<file path="src/rtl/ex_mem_pipe_reg.sv">
// EX->MEM pipeline register. It captures the EX results, owns the C/Z flags and squashes failed conditional ops.
// Define SQUASH_COUNT_EN to count squashed instructions on squash_cnt. Otherwise squash_cnt is tied to 0.
module ex_mem_pipe_reg #(
  parameter int WIDTH     = 16,
  parameter int CNT_WIDTH = 16
) (
  input  logic                 clk,
  input  logic                 rst,
  input  logic                 stall_in,
  input  logic                 flush_in,
  input  logic                 valid_in,
  input  logic [WIDTH-1:0]     IR_in,
  input  logic [WIDTH-1:0]     PC_in,
  input  logic [WIDTH-1:0]     alu_out_in,
  input  logic [WIDTH-1:0]     D2_in,
  input  logic                 carryout_in,
  input  logic                 zeroout_in,
  output logic                 valid_out,
  output logic [WIDTH-1:0]     IR_out,
  output logic [WIDTH-1:0]     PC_out,
  output logic [WIDTH-1:0]     alu_out,
  output logic [WIDTH-1:0]     D2_out,
  output logic                 rf_we_out,
  output logic                 dmem_we_out,
  output logic                 dmem_re_out,
  output logic                 carry_flag,
  output logic                 zero_flag,
  output logic [CNT_WIDTH-1:0] squash_cnt
);

  logic             r_valid;
  logic [WIDTH-1:0] r_ir;
  logic [WIDTH-1:0] r_pc;
  logic [WIDTH-1:0] r_alu;
  logic [WIDTH-1:0] r_d2;
  logic             r_rf_we;
  logic             r_dmem_we;
  logic             r_dmem_re;
  logic             r_carry;
  logic             r_zero;

  logic [3:0]       w_opcode;
  logic             w_cond_ok;
  logic             w_exec;
  logic             w_rf_we;
  logic             w_dmem_we;
  logic             w_dmem_re;
  logic             w_carry_nxt;
  logic             w_zero_nxt;

  assign w_opcode = IR_in[WIDTH-1 -: 4];

  // The condition reads the flag registers as they are now. A flag written by the op one cycle ahead
  // is therefore already visible here, and no stall is needed.
  always_comb begin
    w_cond_ok = 1'b1;
    if ((w_opcode == 4'b0001) || (w_opcode == 4'b0010)) begin
      case (IR_in[1:0])
        2'b10:   w_cond_ok = r_carry;
        2'b01:   w_cond_ok = r_zero;
        default: w_cond_ok = 1'b1;
      endcase
    end
    w_exec = valid_in & w_cond_ok;
  end

  always_comb begin
    w_rf_we   = 1'b0;
    w_dmem_we = 1'b0;
    w_dmem_re = 1'b0;
    if (w_exec) begin
      case (w_opcode)
        4'b0000, 4'b0001, 4'b0010, 4'b0011: w_rf_we = 1'b1;
        4'b0100: begin
          w_rf_we   = 1'b1;
          w_dmem_re = 1'b1;
        end
        4'b0101: w_dmem_we = 1'b1;
        default: ;
      endcase
    end
  end

  always_comb begin
    w_carry_nxt = r_carry;
    w_zero_nxt  = r_zero;
    if (w_exec) begin
      case (w_opcode)
        4'b0000, 4'b0001: begin
          w_carry_nxt = carryout_in;
          w_zero_nxt  = zeroout_in;
        end
        4'b0010: w_zero_nxt = zeroout_in;
        default: ;
      endcase
    end
  end

  always_ff @(posedge clk) begin
    if (rst) begin
      r_valid   <= 1'b0;
      r_ir      <= '0;
      r_pc      <= '0;
      r_alu     <= '0;
      r_d2      <= '0;
      r_rf_we   <= 1'b0;
      r_dmem_we <= 1'b0;
      r_dmem_re <= 1'b0;
      r_carry   <= 1'b0;
      r_zero    <= 1'b0;
    end else if (flush_in) begin
      // A flush kills the stage even while stalled. The flags belong to older instructions, so they survive.
      r_valid   <= 1'b0;
      r_ir      <= '0;
      r_pc      <= '0;
      r_alu     <= '0;
      r_d2      <= '0;
      r_rf_we   <= 1'b0;
      r_dmem_we <= 1'b0;
      r_dmem_re <= 1'b0;
    end else if (!stall_in) begin
      r_valid   <= w_exec;
      r_ir      <= IR_in;
      r_pc      <= PC_in;
      r_alu     <= alu_out_in;
      r_d2      <= D2_in;
      r_rf_we   <= w_rf_we;
      r_dmem_we <= w_dmem_we;
      r_dmem_re <= w_dmem_re;
      r_carry   <= w_carry_nxt;
      r_zero    <= w_zero_nxt;
    end
  end

`ifdef SQUASH_COUNT_EN
  logic                 w_squash;
  logic [CNT_WIDTH-1:0] r_squash_cnt;

  assign w_squash = valid_in & ~w_cond_ok & ~flush_in & ~stall_in;

  always_ff @(posedge clk) begin
    if (rst) begin
      r_squash_cnt <= '0;
    end else if (w_squash) begin
      r_squash_cnt <= r_squash_cnt + CNT_WIDTH'(1);
    end
  end

  assign squash_cnt = r_squash_cnt;
`else
  assign squash_cnt = '0;
`endif

  assign valid_out   = r_valid;
  assign IR_out      = r_ir;
  assign PC_out      = r_pc;
  assign alu_out     = r_alu;
  assign D2_out      = r_d2;
  assign rf_we_out   = r_rf_we;
  assign dmem_we_out = r_dmem_we;
  assign dmem_re_out = r_dmem_re;
  assign carry_flag  = r_carry;
  assign zero_flag   = r_zero;

endmodule

</file>
<file path="config.mk">
export PLATFORM = sky130hd
export DESIGN_NAME = ex_mem_pipe_reg
export DESIGN_NICKNAME = d
export VERILOG_FILES = /design/src/rtl/ex_mem_pipe_reg.sv
export SDC_FILE = /design/constraint.sdc
export NUM_CORES = 1
export LEC_CHECK = 0
export CAP_MARGIN = 0
export CORE_MARGIN = 4
export CORE_UTILIZATION = 41
export DETAILED_ROUTE_END_ITERATION = 8
export PLACE_DENSITY = 0.83
export SYNTH_ARGS = -nofsm -noshare
export SYNTH_HDL_FRONTEND = slang
export SYNTH_SLANG_ARGS = --single-unit
</file>
<file path="constraint.sdc">
create_clock -name clk -period 3.3 [get_ports clk]
set_input_delay 0.99 -clock clk [delete_from_list [all_inputs] [get_ports clk]]
set_output_delay 0.99 -clock clk [all_outputs]
set_load 0.01 [all_outputs]
</file>
; After elaboration in Yosys (flattened, before gate mapping)
; Index checks and enable logic that the tools add are counted.
[word_totals]
regBits = 70
latch_bits = 0
ram_bits = 0
romBits = 0
memories = 0
[classes]
n_addsub = 0
mul = 0
div = 0
magnitude_cmp = 0
eq_ne = 7
shift = 0
muxes = 8
bitwise_logic = 3
n_reduce_logical = 8
[op_table]
columns = operator, n
row1 = $eq A4 B2 Y1 const B, 2
row2 = $eq A4 B3 Y1 const B, 2
row3 = $reduce_and A4 Y1, 2
row4 = $mux W1, 7
row5 = $reduce_or A5 Y1, 1
row6 = $eq A4 B1 Y1 const B, 1
row7 = $logic_not A4 Y1, 1
row8 = $reduce_or A2 Y1, 2
row9 = $reduce_or A3 Y1, 1
row10 = $eq A2 B1 Y1 const B, 1
row11 = $eq A2 B2 Y1 const B, 1
row12 = $not A1 Y1, 2
row13 = $pmux W1 S2, 1
row14 = $and A1 B1 Y1, 1
row15 = $logic_or A1 B1 Y1, 1

; Depth between registers and ports, before layout
[depth]
word_depth = 5
mapped_depth = 6

; Worst setup path after synthesis
; No wires, ideal clock.
[synth_timing]
kind = input -> register
startpoint = in stall_in
endpoint = reg r_carry, in the netlist carry_flag
arrival_ps = 2170
required_time_ps = 3175
setup_slack_ps = 1005
cell_stages = 5
cell_sequence = buf_2 > or3b_4 > or4_4 > o21ai_1 > o41ai_2
[synth_between]
elab_chain_len = 2
[synth_rtl]
columns = item, line
row1 = "start, declared", 9  ; input logic stall_in,
row2 = $not A1 Y1 (no source line), --
row3 = $reduce_and A4 Y1 (no source line), --
row4 = "end signal, assigned", 130  ; r_carry <= w_carry_nxt;
row5 = "end, declared", 39  ; logic r_carry;
; Every way passes these cells.
; A chain may end at the register's enable or synchronous reset.

; Worst setup path in the final report
[layout_timing]
startpoint = in IR_in[15]
endpoint = reg r_carry, in the netlist carry_flag
[layout_between]
elab_chain_len = 5
word_cells_on_any_way = 8
classes_between = eq/ne: 2 / mux: 1 / bitwise: 1 / reduce/logical: 4
[layout_rtl]
columns = item, line
row1 = "start, declared", 12  ; input logic [WIDTH-1:0] IR_in,
row2 = $eq A4 B1 Y1 or $eq A4 B2 Y1 (tied branches), "57, 88"
row3 = $logic_or A1 B1 Y1, 57  ; if ((w_opcode == 4'b0001) || (w_opcode == 4'b0010)) begin
row4 = $mux W1, 57
row5 = $and A1 B1 Y1, 64  ; w_exec = valid_in & w_cond_ok;
row6 = $reduce_and A4 Y1 (no source line) *, --
; Every way passes the cells marked *; elsewhere a longest branch is shown, timed or not.

==> results.cfg <==
[sta]
skew_ns = 0.00578
rsz0062_at_grt = false
post-route-period-util = 0.711
min_period_ns = 2.35
fmax_mhz = 426
slew_violations = 0
hold_ws_ns = 0.490
setup_tns_ns = 0
final-hold-violation-count = 0
finalSetupViolCount = 0

[min_path]
min_path_type = flip-flop to flip-flop
min_delay_path_depth = 2

[grt]
antenna_found_initial = 0
grt_pass1_vias = 2324
grt_max_degree = 36
grt_pass1_wl_mm = 10.8
grt.total_usage = 0.178
grt-ovfl-total = 0

[power]
swShare = 0.231
p_switching_mw = 0.426
p_comb_frac = 0.146
p_per_area_mw_per_mm2 = 429
internal-power_mw = 1.42
ir_drop_v = 0.000289
seq_power_share = 0.479
power.leakage_nw = 1.82
p_clk_frac = 0.375

[route]
wl_mm = 7.01
drtAntennaViolNets = 0
routed_via_density = 4.69
wl_per_cell_um = 14.4
vias = 2281
first_pass_iters = 4
drc_errors = 0
drtIter0Drc = 58

[clock_network]
cts_resized = 0
holdBufCountCts = 0
clk_pin_slew_worst_paths_ns = 0.07
cts_buffer_depth = 2
clock-sinks = 70
post_cts_buffers = 0
h-tree-depth = 3
cts_buffers = 9
cts_tree = done
cts_root_buf = clkbuf_8
clk_latency_ns = 0.34

[logic_synthesis]
synth.most_common_cell = dfxtp_1
synth_common_cells = 70 x dfxtp_1, 69 x nor2_1, 65 x mux2i_1, 16 x buf_4, 9 x clkbuf_1
synth-seq-cells = 70
synth-edff-count = 0
ys.flop_type = dfxtp_1
ys_warn_count = 0
syn-instance-count = 266
syn_area_sq_mm = 0.00271
async_reset_ff_frac = 0
synthTopCellsByArea = dfxtp_1 52%, mux2i_1 24%, nor2_1 9.6%, buf_4 4.4%, clkbuf_1 1.2%
avgSynthCellArea_sq_um = 10.2
ys_seq_area_frac = 0.518
synthDistinctLibCells = 26
synth_top_area_cell = dfxtp_1
synth_top_area_share = 0.518

[run_status]
status = completed

[floorplan]
die_w_um = 89.2
start_util = 0.424
die_height_um = 89.2
io_pins = 157
core_sq_mm = 0.00639
die-area_sq_mm = 0.00796
rows = 29

[critical_path]
path_delay_family = simple AND/OR/NAND/NOR gates
crit_path_top_delay_cell = clkdlybuf4s50_1
worstSetupEndpointType = flip-flop
cp_slowest_stage_delay_ns = 0.48
worst_ep_arrival_time_ns = 2.57
path_max_fanout = 4
start_kind = input port
cp_num_buf_inv = 1
r2r_cells = 4
critPathRequiredTime_ns = 3.52
crit_cells = 5
critical_path_class = input port to flip-flop
worstPathCellList = clkdlybuf4s50_1 -> or3b_4 -> or4_4 -> o21ai_1 -> o41ai_2

[placed_design]
dp_hpwl_mm = 5.36
dp_cells = 470
io_buffers = 140
globalplace.congestion = 0.781

[job]
drv_cap = 0

[layout]
n_antenna_cell = 0
drive_gt1_frac = 0.0587
final_nets = 477
final_cells = 486
area_delta_synth_final_pct = 59.0
[stage by stage]
stage | power [mW] | util | cell area (sq um) | worst slack (ns)
finish | 1.85 | 0.674 | 4300 | 0.954
global route | 1.92 | 0.674 | 4300 | 0.886
CTS | 1.87 | 0.674 | 4300 | 0.969
detailed placement | 1.18 | 0.643 | 4100 | 0.611
global placement | 1.17 | 0.643 | 4100 | 0.632
floorplan | 1.03 | - | 2760 | 1.01
[power by group through the flow]
stage	Sequential (mW)	Clock (mW)	Combinational (mW)
finish	0.884	0.692	0.270
global route	0.887	0.742	0.294
CTS	0.884	0.713	0.273
detailed placement	0.904	0	0.271
global placement	0.902	0	0.268
floorplan	0.915	0	0.117
[worst min-delay path, stage by stage (launching register included)]
cell and delay [ns]:
dfxtp_1 0.32, nand2b_1 0.07, mux2i_1 0.05
[final cells by class]
type / count / area [sq um]
clock buffer: 12 / 155
inverter: 4 / 15.0
timing repair buffer: 144 / 1430
fill: 531 / 2080
tap: 77 / 96.3
multi-input combinational: 175 / 1160
clock inverter: 4 / 45.0
sequential: 70 / 1400
[metal layers]
layer	wire, um	up-vias	track usage
met5	0	-	0
met4	100	0	0.0812
met3	1010	8	0.105
met2	3300	105	0.281
met1	2600	1043	0.192
li1	-	1125	-
[cells in the final DEF (no fill, tap or decap)]
master / Yosys / routed
o21a_1: 1 / 1
o41ai_2: 1 / 1
nor2b_1: 1 / 1
and3_1: 1 / 1
a32o_1: 2 / 2
ha_1: 2 / 2
clkdlybuf4s50_1: 0 / 139
nor2_1: 69 / 69
or4_4: 1 / 1
a22oi_1: 2 / 2
or2_2: 1 / 1
clkbuf_1: 9 / 1
nor3b_1: 2 / 2
clkbuf_8: 0 / 11
buf_4: 16 / 5
a2bb2oi_1: 1 / 1
nand2_1: 3 / 3
conb_1: 1 / 16
o21ai_1: 1 / 1
nand2b_1: 2 / 2
bufinv_16: 0 / 1
or3b_4: 1 / 1
clkinv_2: 0 / 3
inv_1: 4 / 4
a21oi_1: 1 / 1
dfxtp_1: 70 / 70
mux2i_1: 65 / 65
nor3_1: 2 / 2
[state kept, by name, summed over array words and instances, names as in the netlist]
name / count
D2_out: 16
IR_out: 16
PC_out: 16
alu_out: 16
carry_flag: 1
dmem_re_out: 1
dmem_we_out: 1
rf_we_out: 1
valid_out: 1
zero_flag: 1
[worst paths after layout]
path	endpoint	from	slack, ns
worst min-delay path	zero_flag$_SDFFE_PP0P_	zero_flag$_SDFFE_PP0P_	0.49
worst max register to register	zero_flag$_SDFFE_PP0P_	carry_flag$_SDFFE_PP0P_	2.09
worst min register to register	zero_flag$_SDFFE_PP0P_	zero_flag$_SDFFE_PP0P_	0.49
worst max-delay path	carry_flag$_SDFFE_PP0P_	IR_in[15]	0.95
[cell families after synthesis]
| logic type | Yosys count | share of synthesized area |
|---|---|---|
| AND/OR/NAND/NOR | 83 | 0.129 |
| flip-flops | 70 | 0.518 |
| multiplexers | 65 | 0.240 |
| buffers and inverters | 36 | 0.0735 |
| AO/OA/AOI/OAI | 9 | 0.0287 |
| adder cells (fa/ha/maj) | 2 | 0.00924 |
| other | 1 | 0.00139 |
No activity file was read; power rests on OpenSTA's default activity.
